**config.mk**
```make
export PLATFORM = sky130hd
export DESIGN_NAME = mmio_uart_led
export DESIGN_NICKNAME = d
export VERILOG_FILES = /design/src/rtl/mmio_uart_led.sv
export SDC_FILE = /design/constraint.sdc
export NUM_CORES = 1
export LEC_CHECK = 0
export BUFFER_PORTS_ARGS = -buffer_cell sky130_fd_sc_hd__buf_2
export CAP_MARGIN = 30
export CORE_ASPECT_RATIO = 0.9
export CORE_MARGIN = 5
export CORE_UTILIZATION = 51
export DETAILED_ROUTE_END_ITERATION = 16
export MAX_ROUTING_LAYER = met4
export PLACE_DENSITY = 0.81
export SKIP_LAST_GASP = 1
export SYNTH_ARGS = -nofsm -noshare
export SYNTH_HDL_FRONTEND = slang
export SYNTH_SLANG_ARGS = --single-unit
```
**constraint.sdc**
```tcl
create_clock -name clk -period 2.7 [get_ports clk]
set_input_delay 0.405 -clock clk [delete_from_list [all_inputs] [get_ports clk]]
set_output_delay 0.405 -clock clk [all_outputs]
set_load 0.02 [all_outputs]
```
**src/rtl/mmio_uart_led.sv**
```systemverilog
// I/O-page peripheral: LED register, 8N1 UART transmitter behind a small TX FIFO, and a status word.
// Latency: register reads are combinational; a UART_DATA store starts its frame on the second edge after the store.
// Backpressure: none toward the core; a store to a full FIFO is dropped and sets the sticky overflow flag.
module mmio_uart_led #(
  parameter int CLKS_PER_BIT = 868,
  parameter int FIFO_DEPTH   = 4
) (
  input  logic        clk,
  input  logic        reset,
  input  logic [31:0] io_addr,
  input  logic [31:0] io_wdata,
  input  logic [3:0]  io_wmask,
  input  logic        io_rstrb,
  output logic [31:0] io_rdata,
  output logic [4:0]  leds,
  output logic        uart_tx,
  output logic        tx_busy
);

  localparam int CW = $clog2(CLKS_PER_BIT);
  localparam int AW = $clog2(FIFO_DEPTH);
  localparam logic [CW-1:0] BAUD_LAST = CW'(CLKS_PER_BIT - 1);

  typedef enum logic [1:0] {IDLE, START, DATA, STOP} state_t;

  state_t          state, state_nxt;
  logic [CW-1:0]   baud;
  logic [2:0]      bit_idx;
  logic [7:0]      shift;
  logic            baud_last;

  logic [7:0]      fifo_mem [FIFO_DEPTH];
  logic [AW:0]     wr_ptr, rd_ptr;
  logic            fifo_empty, fifo_full;
  logic            push_req, push, pop, ovf_set, overflow;

  logic            sel, led_wr, stat_rd;
  logic [3:0]      idx;
  logic            unused;

  assign sel     = io_addr[22];
  assign idx     = io_addr[5:2];
  assign led_wr  = sel && (idx == 4'd1) && io_wmask[0];
  assign push_req = sel && (idx == 4'd2) && io_wmask[0];
  assign stat_rd = sel && (idx == 4'd4) && io_rstrb;
  assign unused  = ^{io_addr[31:23], io_addr[21:6], io_addr[1:0], io_wdata[31:8], io_wmask[3:1]};

  // Extra pointer bit distinguishes full from empty when the indices match.
  assign fifo_empty = (wr_ptr == rd_ptr);
  assign fifo_full  = (wr_ptr[AW] != rd_ptr[AW]) && (wr_ptr[AW-1:0] == rd_ptr[AW-1:0]);
  assign pop        = (state == IDLE) && !fifo_empty;
  assign push       = push_req && (!fifo_full || pop);
  assign ovf_set    = push_req && fifo_full && !pop;
  assign tx_busy    = !fifo_empty || (state != IDLE);
  assign baud_last  = (baud == BAUD_LAST);

  always_ff @(posedge clk) begin
    if (push) fifo_mem[wr_ptr[AW-1:0]] <= io_wdata[7:0];
  end

  always_ff @(posedge clk or negedge reset) begin
    if (!reset) begin
      wr_ptr   <= '0;
      rd_ptr   <= '0;
      overflow <= 1'b0;
      leds     <= '0;
    end else begin
      if (push) wr_ptr <= wr_ptr + 1'b1;
      if (pop)  rd_ptr <= rd_ptr + 1'b1;
      // A fresh overflow outranks the clear-on-read.
      if (ovf_set)      overflow <= 1'b1;
      else if (stat_rd) overflow <= 1'b0;
      if (led_wr) leds <= io_wdata[4:0];
    end
  end

  always_ff @(posedge clk or negedge reset) begin
    if (!reset) state <= IDLE;
    else        state <= state_nxt;
  end

  always_comb begin
    state_nxt = state;
    case (state)
      IDLE:    if (!fifo_empty) state_nxt = START;
      START:   if (baud_last) state_nxt = DATA;
      DATA:    if (baud_last && bit_idx == 3'd7) state_nxt = STOP;
      STOP:    if (baud_last) state_nxt = IDLE;
      default: state_nxt = IDLE;
    endcase
  end

  always_comb begin
    uart_tx = 1'b1;
    case (state)
      START:   uart_tx = 1'b0;
      DATA:    uart_tx = shift[0];
      default: uart_tx = 1'b1;
    endcase
  end

  always_ff @(posedge clk or negedge reset) begin
    if (!reset) begin
      baud    <= '0;
      bit_idx <= '0;
      shift   <= '0;
    end else begin
      case (state)
        IDLE: begin
          if (pop) begin
            shift <= fifo_mem[rd_ptr[AW-1:0]];
            baud  <= '0;
          end
        end
        START: begin
          if (baud_last) begin
            baud    <= '0;
            bit_idx <= '0;
          end else begin
            baud <= baud + 1'b1;
          end
        end
        DATA: begin
          if (baud_last) begin
            baud    <= '0;
            shift   <= {1'b0, shift[7:1]};
            bit_idx <= bit_idx + 1'b1;
          end else begin
            baud <= baud + 1'b1;
          end
        end
        default: begin
          if (baud_last) baud <= '0;
          else           baud <= baud + 1'b1;
        end
      endcase
    end
  end

  always_comb begin
    io_rdata = '0;
    if (sel) begin
      case (idx)
        4'd1:    io_rdata = {27'b0, leds};
        4'd4:    io_rdata = {28'b0, overflow, fifo_empty, fifo_full, tx_busy};
        default: io_rdata = '0;
      endcase
    end
  end

endmodule

```
======== After elaboration in Yosys (flattened, before gate mapping) ========
Memory sizes are Yosys's and may differ from the RTL's.
Index checks and enable logic that the tools add are counted.
cells by class
  reductions and logical operators ........ 25
  mux-type cells .......................... 21
  eq/ne operators ......................... 17
  add/subtract/negate cells ............... 4
operator list
  operator                 number
  $mux W10                 3
  $mux W8                  2
  $pmux W8 S2              1
  $logic_and A1 B1 Y1      12
  $ne A2 B2 Y1 const B     6
  $add A10 B1 Y10 const B  1
  $eq A10 B10 Y1 const B   1
  $pmux W5 S2              1
  $add A3 B1 Y3 const B    3
  $mux W2                  4
  $pmux W2 S4              1
  $reduce_bool A2 Y1       4
  $mux W3                  2
  $pmux W3 S2              1
  $reduce_and A3 Y1        2
  $mux W5                  1
  $eq A2 B2 Y1 const B     2
  $eq A4 B1 Y1 const B     1
  $eq A4 B2 Y1 const B     1
  $eq A4 B3 Y1 const B     1
  $mux W1                  4
  $reduce_and A4 Y1        1
  $eq A3 B3 Y1             1
  $eq A3 B3 Y1 const B     1
  7 further kinds          10
storage, ports and cells
  memories kept ........................... 1
  bits in writable memories ............... 32
  output and inout bits ................... 39
  bits of input ports ..................... 71
  register bits after elaboration ......... 35
memory list
  name      depth  width  read ports  clocked after memory_dff  wr ports  line  RTL
  fifo_mem  4      8      1           0                         1         32    logic [7:0] fifo_mem [FIFO_DEPTH];

======== Longest topological paths before layout ========
Gate-level depths: netlist of the first run.
  word-level depth ........................ 7
  depth in mapped cells ................... 8
  depth with buffers taken out ............ 6

======== Least setup slack after synthesis of the first run ========
No wires, ideal clock.
  kind .................................... register -> output
  from .................................... register state[0]
  to ...................................... output port uart_tx
  path buffers ............................ 2
  slack ................................... 545 ps
  stages on the path, launching flop included .. 7
  arrival time ............................ 1750 ps
  cell sequence ........................... dfrtp_1 > inv_1 > ha_1 > clkbuf_1 > inv_1 > buf_1 > mux2i_1
on the way
  cells in the longest elaborated chain, start to end .. 2
  elaborated cells between the ends (all ways) .. 3
ends and longest elaborated chain
  what                                                 line  RTL
  start, declared                                      26    state_t state, state_nxt;
  start signal, assigned                               79    else state <= state_nxt;
  $eq A2 B2 Y1 / $eq A2 B1 Y1 (equally long branches)  95    case (state)
  $pmux W1 S2 *                                        95
  end, declared                                        16    output logic uart_tx,
Every way passes the cells marked *; elsewhere a longest branch is shown, timed or not.

======== Worst setup path after layout of the first run ========
  from .................................... register state[0]
  to ...................................... output port tx_busy
on the way
  cells in the longest elaborated chain, start to end .. 2
ends and longest elaborated chain
  what                line  RTL
  $reduce_bool A2 Y1  54    assign tx_busy = !fifo_empty || (state != IDLE);
  $logic_or A1 B1 Y1  54
  end, declared       17    output logic tx_busy
No other way between the ends.

==> results of run 1 <==
==> cell usage after synthesis, drive strengths merged, types with 3 or more instances <==
library cell | instances | area share
dfrtp | 35 | 0.26
edfxtp | 32 | 0.29
buf | 31 | 0.068
nand2 | 28 | 0.032
mux2 | 15 | 0.051
ha | 13 | 0.049
a31oi | 10 | 0.019
inv | 9 | 0.010
mux4 | 8 | 0.054
xnor2 | 8 | 0.021
and2 | 7 | 0.013
a22o | 6 | 0.016
o21ai | 6 | 0.0090
mux2i | 4 | 0.012
nand3 | 4 | 0.0060
a21oi | 3 | 0.0045
a41oi | 3 | 0.0079
nor3 | 3 | 0.0045
nor4 | 3 | 0.0056
xor2 | 3 | 0.0079
==> power by group through the flow <==
stage	sequential [W]	clock (W)	combinational, W
3_3_place_gp	0.00145	0	0.00131
5_1_grt	0.00147	0.000822	0.00151
3_5_place_dp	0.00147	0	0.00136
4_1_cts	0.00145	0.000774	0.00136
2_1_floorplan	0.00143	0	0.00109
6_report	0.00145	0.000764	0.00136
==> logic make-up (layout without fill, tap and decap cells) <==
logic type               Yosys count  after routing  share of synthesized area
other                              1             27                    0.00113
AND/OR/NAND/NOR                   60             60                     0.0938
buffers and inverters             43             59                     0.0817
AO/OA/AOI/OAI                     34             34                     0.0757
adder cells (fa/ha/maj)           13             13                     0.0489
XOR/XNOR                          11             11                     0.0290
multiplexers                      27             27                      0.117
flip-flops                        67             67                      0.553
==> final cells by class <==
class | count | area, um2
Fill cell | 482 | 2560
Sequential cell | 67 | 1840
Multi-Input combinational cell | 172 | 1310
Timing Repair Buffer | 33 | 178
Clock buffer | 9 | 124
Tap cell | 87 | 109
Clock inverter | 7 | 60.1
Inverter | 10 | 37.5
==> metal layers <==
layer / up-vias / routed length (um)
met1: 976 / 2610
met4: 0 / 45
li1: 957 / -
met5: - / 0
met2: 62 / 2640
met3: 6 / 367
==> sequential cells by signal (all words and copies together) (netlist names) <==
signal	flops
fifo_mem	32
baud	10
shift	8
leds	5
bit_idx	3
rd_ptr	3
wr_ptr	3
state	2
overflow	1
==> path summary, 6_finish.rpt <==
check	start	endpoint	slack (ps)	cells after the start
setup / recovery	state[0]$_DFFE_PN0P_	tx_busy	270	5
max in group asynchronous	reset	shift[7]$_DFFE_PN0P_	2050	1
hold / removal	reset	baud[7]$_DFFE_PN0P_	140	1
hold reg to reg	wr_ptr[2]$_DFFE_PN0P_	wr_ptr[2]$_DFFE_PN0P_	500	1
setup reg to reg	state[0]$_DFFE_PN0P_	fifo_mem[3][5]$_DFFE_PP_	510	5
min in group clk	io_wdata[4]	fifo_mem[0][4]$_DFFE_PP_	290	1
==> critical path, delay by kind of cell, from the launching register on <==
family,cells,cell delay [ps]
fa+ha+maj,1,300
buf+inv,3,460
flops,1,420
simple gates,1,500
==> metrics by stage <==
step	instances	cell area [um2]	setup WS, ps	utilization	power (W)
after floorplan	282	3420	545	-	0.00252
after global placement	369	3470	396	0.559	0.00276
after detailed placement	369	3470	320	0.559	0.00282
after CTS	385	3660	269	0.588	0.00358
after global routing	385	3660	93.6	0.588	0.00380
final	385	3660	269	0.588	0.00357
==> flow_summary_export.csv, run 1 <==
group,metric,value,unit
cts,cts_root_buf,"clkbuf_8",
cts,cts_buffers,9,
timing,slew_headroom,0.471,
routing,antenna_left,0,
timing,final.setup.tns,0,ps
critical_path,cp_cell_sequence,"inv_1 -> ha_1 -> and4_1 -> clkinv_1 -> buf_2",
timing,fin_crit_sh,0.900,
cts,clock_path_buffers,2,
critical_path,max_stage_delay,500,ps
cells_and_area,fin_nets,377,
grt,grt_util_met3,0.0512,
cells_and_area,drive_gt1_frac,0.252,
grt,met2_usage,0.232,
pwr,ir_drop,0.000498,V
pwr,p_sw,0.00132,W
die,dieArea,8230,um2
timing,finalSetupViolations,0,
hold_path,hp-class,"input port to asynchronous set/reset pin",
timing,final.min_clock_period,2430,ps
routing,wire_per_inst,14.7,um
synth,synthCells,256,
critical_path,slowest_stage,"and4_1",
cts,htree_levels,3,
pwr,seq_power_share,0.406,
grt,grt_pass1_vias,2010,
grt,antenna_found_initial,0,
grt,busiest_layer,"met2",
cts,cts_sinks,67,
cts,postCtsHoldBufs,0,
pwr,leakagePower,1.58,nW
grt,grtUsageMet1,0.203,
place,gp_congestion,0.797,
cts,cts_setup_buffers,0,
critical_path,critPathArrivalTime,2030,ps
synth,ys_ff_latch,67,
die,rows,27,
pwr,power_switching_share,0.369,
run,cap_violations,0,
timing,rsz0062_at_grt,"false",
cts,cts_tree,"built",
pwr,pwr_density_cell,975,nW/um2
outcome,status,"completed",
die,coreArea,6220,um2
synth,ys_types,43,
timing,fin_skew,11.4,ps
cts,cts_resized,0,
synth,yosysSeqAreaShare,0.553,
routing,firstDrtPassIters,4,
grt,grt_pass1_wl,9570,um
pwr,intPower,0.00225,W
synth,avgSynthCellArea,13.0,um2
synth,synth-edff-count,32,
timing,tightest_slew,794,ps
grt,grt_usage,0.155,
synth,synthFlopType,"dfrtp_1",
critical_path,required,2300,ps
critical_path,path_class,"register to output port",
routing,drcViolationCount,0,
routing,vias_per_cell,5.20,
critical_path,start_kind,"register",
routing,vias,2001,
timing,final_max_slew_viol_count,0,
cells_and_area,layout_common_cells,"dfrtp_1 (35), edfxtp_1 (32), nand2_1 (28), buf_2 (28), conb_1 (27)",
cts,path_clk_slew,80,ps
die,die_y,86.6,um
pwr,clock_power_share,0.214,
die,pin_count,110,
cts,clk_latency,340,ps
synth,yosysWarnings,0,
cells_and_area,mostFrequentLayoutCell,"dfrtp_1",
routing,routed_wl,5660,um
die,die_width,95.1,um
critical_path,cp_max_fo,8,
place,dp_hpwl,4080,um
synth,async_reset_ff_frac,0.522,
timing,fmax,411,MHz
grt,grt_overflow_total,0,
critical_path,setup.worst_path.end_class,"output port",
place,numPortBuffers,28,
synth,syn-cell-area,3320,um2
die,initial_core_util,0.535,
timing,hold_viol_final,0,
routing,drt-initial-drc-count,67,
cells_and_area,area_delta_synth_final,10.1,%
grt,grt_start_max_net_pins,36,
cells_and_area,diodes,0,
pwr,p_comb_frac,0.380,
timing,holdWs,145,ps
Note: power is estimated with default switching activity, not from simulation.
==> inputs of run 2 (changes only) <==
CORE_UTILIZATION = 40   (was 51)
PLACE_DENSITY = 0.66   (was 0.81)
==> run 2 against run 1 <==
Compared with the run above: worst hold slack improved by 17 ps; critical path depth unchanged; combinational power about the same; design area increased by 0.89%; clock skew decreased by 4.5 ps; largest power group unchanged.
==> flow_summary_export.csv, run 2 (synthesis results as in run 1) <==
group,metric,value,unit
pwr,leakagePower,1.59,nW
critical_path,critPathArrivalTime,2000,ps
hold_path,hp-class,"input port to asynchronous set/reset pin",
cells_and_area,mostFrequentLayoutCell,"dfrtp_1",
cts,postCtsHoldBufs,0,
die,coreArea,8070,um2
cells_and_area,final_cells,398,
cts,clk_latency,330,ps
run,cap_violations,0,
critical_path,max_stage_delay,500,ps
grt,grt_pass1_vias,2093,
pwr,p_sw,0.00127,W
cts,cts_resized,0,
critical_path,start_kind,"register",
cts,cts_tree,"built",
routing,drt-initial-drc-count,65,
timing,final.setup.tns,0,ps
cells_and_area,diodes,0,
timing,hold_viol_final,0,
critical_path,setup.worst_path.end_class,"output port",
critical_path,path_class,"register to output port",
timing,setup_slack,293,ps
pwr,clock_power_share,0.224,
cts,clock_path_buffers,2,
cells_and_area,area_delta_synth_final,11.0,%
timing,rsz0062_at_grt,"false",
routing,routed_wl,5790,um
pwr,pwr_density_cell,976,nW/um2
critical_path,cp_cell_sequence,"inv_1 -> ha_1 -> and4_1 -> clkinv_1 -> buf_2",
timing,finalSetupViolations,0,
cts,cts_root_buf,"clkbuf_8",
cts,htree_levels,3,
routing,wire_per_inst,14.6,um
cells_and_area,drive_gt1_frac,0.251,
die,die_y,96.5,um
timing,fin_crit_sh,0.891,
die,initial_core_util,0.412,
grt,antenna_found_initial,0,
cts,path_clk_slew,70,ps
routing,antenna_left,0,
cells_and_area,largest_register_ffs,32,
routing,vias_per_cell,4.97,
timing,final_max_slew_viol_count,0,
cts,cts_setup_buffers,0,
pwr,seq_power_share,0.406,
grt,grt_pass1_wl,10100,um
routing,firstDrtPassIters,4,
grt,grt_usage,0.131,
die,rows,31,
timing,fin_skew,6.92,ps
critical_path,cp_max_fo,8,
pwr,power_switching_share,0.353,
cts,cts_buffers,9,
place,numPortBuffers,28,
critical_path,required,2300,ps
place,dp_hpwl,4230,um
cells_and_area,fin_nets,378,
grt,grt_start_max_net_pins,36,
place,pre_cts_ws,446,ps
pwr,intPower,0.00233,W
place,placed_cells,382,
outcome,status,"completed",
grt,grt_overflow_total,0,
timing,slew_headroom,0.457,
timing,tightest_slew,814,ps
routing,vias,1978,
timing,fmax,416,MHz
die,die_width,106,um
cts,cts_sinks,67,
die,dieArea,10200,um2
place,gp_congestion,0.787,
timing,holdWs,162,ps
critical_path,slowest_stage,"and4_1",
pwr,p_comb_frac,0.370,
pwr,ir_drop,0.000459,V
cells_and_area,finish.utilization,0.457,
timing,final.min_clock_period,2410,ps
die,pin_count,110,
routing,drcViolationCount,0,
cells_and_area,layout_common_cells,"dfrtp_1 (35), edfxtp_1 (32), nand2_1 (28), buf_2 (28), conb_1 (27)",
cells_and_area,num-fill-cells,707,
[run 2: power by group through the flow]
stage               clock network [W]  registers [W]  logic, W
finish                       0.000807        0.00146   0.00133
global route                 0.000876        0.00150   0.00152
CTS                          0.000833        0.00146   0.00135
detailed placement                  0        0.00148   0.00135
global placement                    0        0.00147   0.00130
floorplan                           0        0.00143   0.00109
[run 2: final timing paths]
| check | startpoint | to | slack, ps | cells after the start |
|---|---|---|---|---|
| worst max register to register | state[0]$_DFFE_PN0P_ | shift[5]$_DFFE_PN0P_ | 550 | 5 |
| min in group clk | io_wdata[6] | fifo_mem[0][6]$_DFFE_PP_ | 280 | 1 |
| worst max-delay path | state[0]$_DFFE_PN0P_ | tx_busy | 290 | 5 |
| worst min register to register | wr_ptr[2]$_DFFE_PN0P_ | wr_ptr[2]$_DFFE_PN0P_ | 500 | 1 |
| max in group asynchronous | reset | shift[4]$_DFFE_PN0P_ | 2020 | 1 |
| worst min-delay path | reset | leds[0]$_DFFE_PN0P_ | 160 | 1 |
[run 2: layout make-up]
cell class,count,area [um2],area share
Tap cell,99,124,0.0336
Clock buffer,10,128,0.0346
Multi-Input combinational cell,172,1310,0.356
Inverter,10,37.5,0.0102
Timing Repair Buffer,34,185,0.0502
Clock inverter,6,66.3,0.0180
Sequential cell,67,1840,0.498
[run 2: metal layers]
layer	global-route usage	part of all wire
met5	-	0
met1	0.163	0.46
met2	0.212	0.46
met3	0.0372	0.062
met4	0.0421	0.010
[run 2: critical path, delay by kind of cell, from the launching register on]
family | cells | cell delay [ps]
fa+ha+maj | 1 | 300
buf+inv | 3 | 460
flops | 1 | 420
simple gates | 1 | 500
[run 2: per-stage QoR]
stage	power (W)	instance area, um2
after global routing	0.00389	3690
after detailed placement	0.00283	3500
final	0.00360	3690
after floorplan	0.00252	3420
after CTS	0.00365	3690
after global placement	0.00277	3500
==> inputs of run 3 (changes only) <==
ABC_AREA = 1   (was default)
PLACE_DENSITY = default   (was 0.66)
==> run 3 against run 2 <==
Compared with the run above: fmax increased by 10%; sequential power decreased by 6%; total power increased by 3.7%; wire length increased by 21%; largest power group is now combinational cells; highest routed layer unchanged.
==> flow_summary_export.csv, run 3 <==
group,metric,value,unit
cells_and_area,layout_common_cells,"nand2_1 (133), nand3_1 (57), dfrtp_1 (35)",
synth,synth_xor_area_frac,0.0241,
synth,ys_ff_latch,67,
routing,drcViolationCount,0,
cells_and_area,drive_gt1_frac,0.158,
critical_path,r2r_slack,740,ps
timing,tightest_slew,826,ps
pwr,pwr_density_cell,926,nW/um2
pwr,p_sw,0.00150,W
pwr,intPower,0.00224,W
cells_and_area,fin_nets,528,
cts,cts_tree,"built",
routing,antenna_left,0,
cts,path_clk_slew,70,ps
synth,synthCells,406,
synth,synth-edff-count,32,
cts,cts_resized,0,
synth,synth_top_area_frac,0.265,
cts,cts_root_buf,"clkbuf_8",
grt,antenna_found_initial,0,
critical_path,cp_num_buf_inv,3,
critical_path,cp_cell_sequence,"inv_1 -> ha_1 -> nand4_4 -> buf_4 -> buf_2",
hold_path,hp-class,"input port to asynchronous set/reset pin",
critical_path,r2r_start,"state[0]$_DFFE_PN0P_",
timing,final.setup.tns,0,ps
routing,vias,2708,
synth,yosysSeqAreaShare,0.506,
cells_and_area,mostFrequentLayoutCell,"nand2_1",
cells_and_area,diodes,0,
cts,cts_buffers,9,
critical_path,setup.worst_path.end_class,"output port",
synth,ys_types,32,
routing,vias_per_cell,4.74,
pwr,power_switching_share,0.401,
die,rows,33,
timing,final_max_slew_viol_count,0,
die,die_width,110,um
timing,slew_headroom,0.449,
cells_and_area,area_delta_synth_final,11.2,%
critical_path,cp_max_fo,20,
critical_path,slowest_stage,"dfrtp_1",
synth,avgSynthCellArea,8.94,um2
place,numPortBuffers,28,
outcome,status,"completed",
pwr,leakagePower,1.93,nW
cts,cts_setup_buffers,0,
cts,htree_levels,3,
cts,clk_latency,340,ps
critical_path,max_stage_delay,400,ps
routing,drt-initial-drc-count,185,
die,pin_count,110,
critical_path,path_class,"register to output port",
synth,synth-simple-area-share,0.292,
synth,syn-cell-area,3630,um2
cells_and_area,largest_register_ffs,32,
cells_and_area,finish.utilization,0.448,
pwr,ir_drop,0.000361,V
place,gp_congestion,0.830,
critical_path,reg2regPathDepth,7,
synth,synthTopCellsByCount,"nand2_1 (133), nand3_1 (57), dfrtp_1 (35)",
grt,grt_usage,0.143,
critical_path,worstReg2RegEnd,"fifo_mem[2][1]$_DFFE_PP_",
synth,synth_top_area_cell,"edfxtp_1",
synth,yosysMostFrequentCell,"nand2_1",
routing,wire_per_inst,12.3,um
grt,grt_pass1_wl,12100,um
critical_path,start_kind,"register",
timing,finalSetupViolations,0,
synth,synthFlopType,"dfrtp_1",
synth,synth.area.top_cells,"edfxtp_1 (26%), dfrtp_1 (24%), nand2_1 (14%)",
grt,grt_pass1_vias,2599,
synth,yosysWarnings,0,
synth,synth_compound_area_frac,0.0269,
pwr,seq_power_share,0.367,
routing,routed_wl,7030,um
die,coreArea,9000,um2
run,cap_violations,0,
grt,grt_overflow_total,0,
synth,async_reset_ff_frac,0.522,
place,dp_hpwl,5100,um
timing,fin_skew,9.32,ps
critical_path,cp_top_family,"buffers and inverters",
pwr,total_power,0.00374,W
die,dieArea,11100,um2
pwr,clock_power_share,0.242,
critical_path,critPathArrivalTime,1780,ps
timing,fin_crit_sh,0.809,
timing,rsz0062_at_grt,"false",
critical_path,required,2300,ps
timing,final.min_clock_period,2180,ps
synth,synth_mux_area_frac,0,
timing,fmax,458,MHz
timing,hold_viol_final,0,
grt,grt_start_max_net_pins,36,
die,die_y,100,um
routing,firstDrtPassIters,4,
pwr,p_comb_frac,0.391,
synth,synthAdderAreaFrac,0.0448,
cts,postCtsHoldBufs,0,
die,initial_core_util,0.403,
cts,clock_path_buffers,2,
synth,synth_top_family_by_area,"simple AND/OR/NAND/NOR gates",
cts,cts_sinks,67,
## run 3: changes by cell type after synthesis, sizes merged, moves of 7 or more
cell,before,now
nand4,1,10
a31oi,10,0
mux4,8,0
inv,9,32
nand2,28,140
nand3,4,57
nor2,2,23
mux2,15,0
and2,7,0
## run 3: cell type report
class / instances / area (um2)
Clock buffer: 10 / 128
Clock inverter: 6 / 88.8
Fill cell: 922 / 4970
Inverter: 32 / 120
Multi-Input combinational cell: 298 / 1510
Sequential cell: 67 / 1840
Tap cell: 122 / 153
Timing Repair Buffer: 36 / 200
## run 3: how the worst max path moves through the flow
stage | startpoint | slack, ps | cells after the start | end
2_1_floorplan | state[0]$_DFFE_PN0P_ | 860 | 4 | uart_tx
6_report | state[0]$_DFFE_PN0P_ | 520 | 5 | tx_busy
3_5_place_dp | state[0]$_DFFE_PN0P_ | 750 | 7 | fifo_mem[2][6]$_DFFE_PP_
3_3_place_gp | state[0]$_DFFE_PN0P_ | 780 | 7 | fifo_mem[0][6]$_DFFE_PP_
5_1_grt | state[0]$_DFFE_PN0P_ | 310 | 5 | uart_tx
4_1_cts | state[0]$_DFFE_PN0P_ | 480 | 5 | tx_busy
## run 3: metal layers
layer  global-route usage  routed length [um]
met5                    -                   0
met4               0.0369                  56
met3               0.0354                 377
met2                0.222                3260
met1                0.189                3340
## run 3: kinds of logic (layout without fill, tap and decap cells)
kind of cell    count (synthesis)  after routing
other cells                     1             27
xor+xnor                        7              7
flops                          67             67
buf+inv                        67             84
compound gates                 18             18
simple gates                  233            233
fa+ha+maj                      13             13
## run 3: stage by stage
stage               setup WS (ps)  std cells  hold WS [ps]  instance area (um2)
detailed placement            755        555           459                 3820
CTS                           483        571           170                 4040
global route                  309        571           223                 4040
finish                        516        571           159                 4040
global placement              785        555           456                 3820
floorplan                     858        432           109                 3730
## run 3: power groups by stage
stage | logic, W | registers, W | clock network (W)
floorplan | 0.00119 | 0.00137 | 0
global placement | 0.00144 | 0.00138 | 0
detailed placement | 0.00147 | 0.00139 | 0
CTS | 0.00147 | 0.00137 | 0.000935
global route | 0.00168 | 0.00139 | 0.000979
finish | 0.00146 | 0.00137 | 0.000904
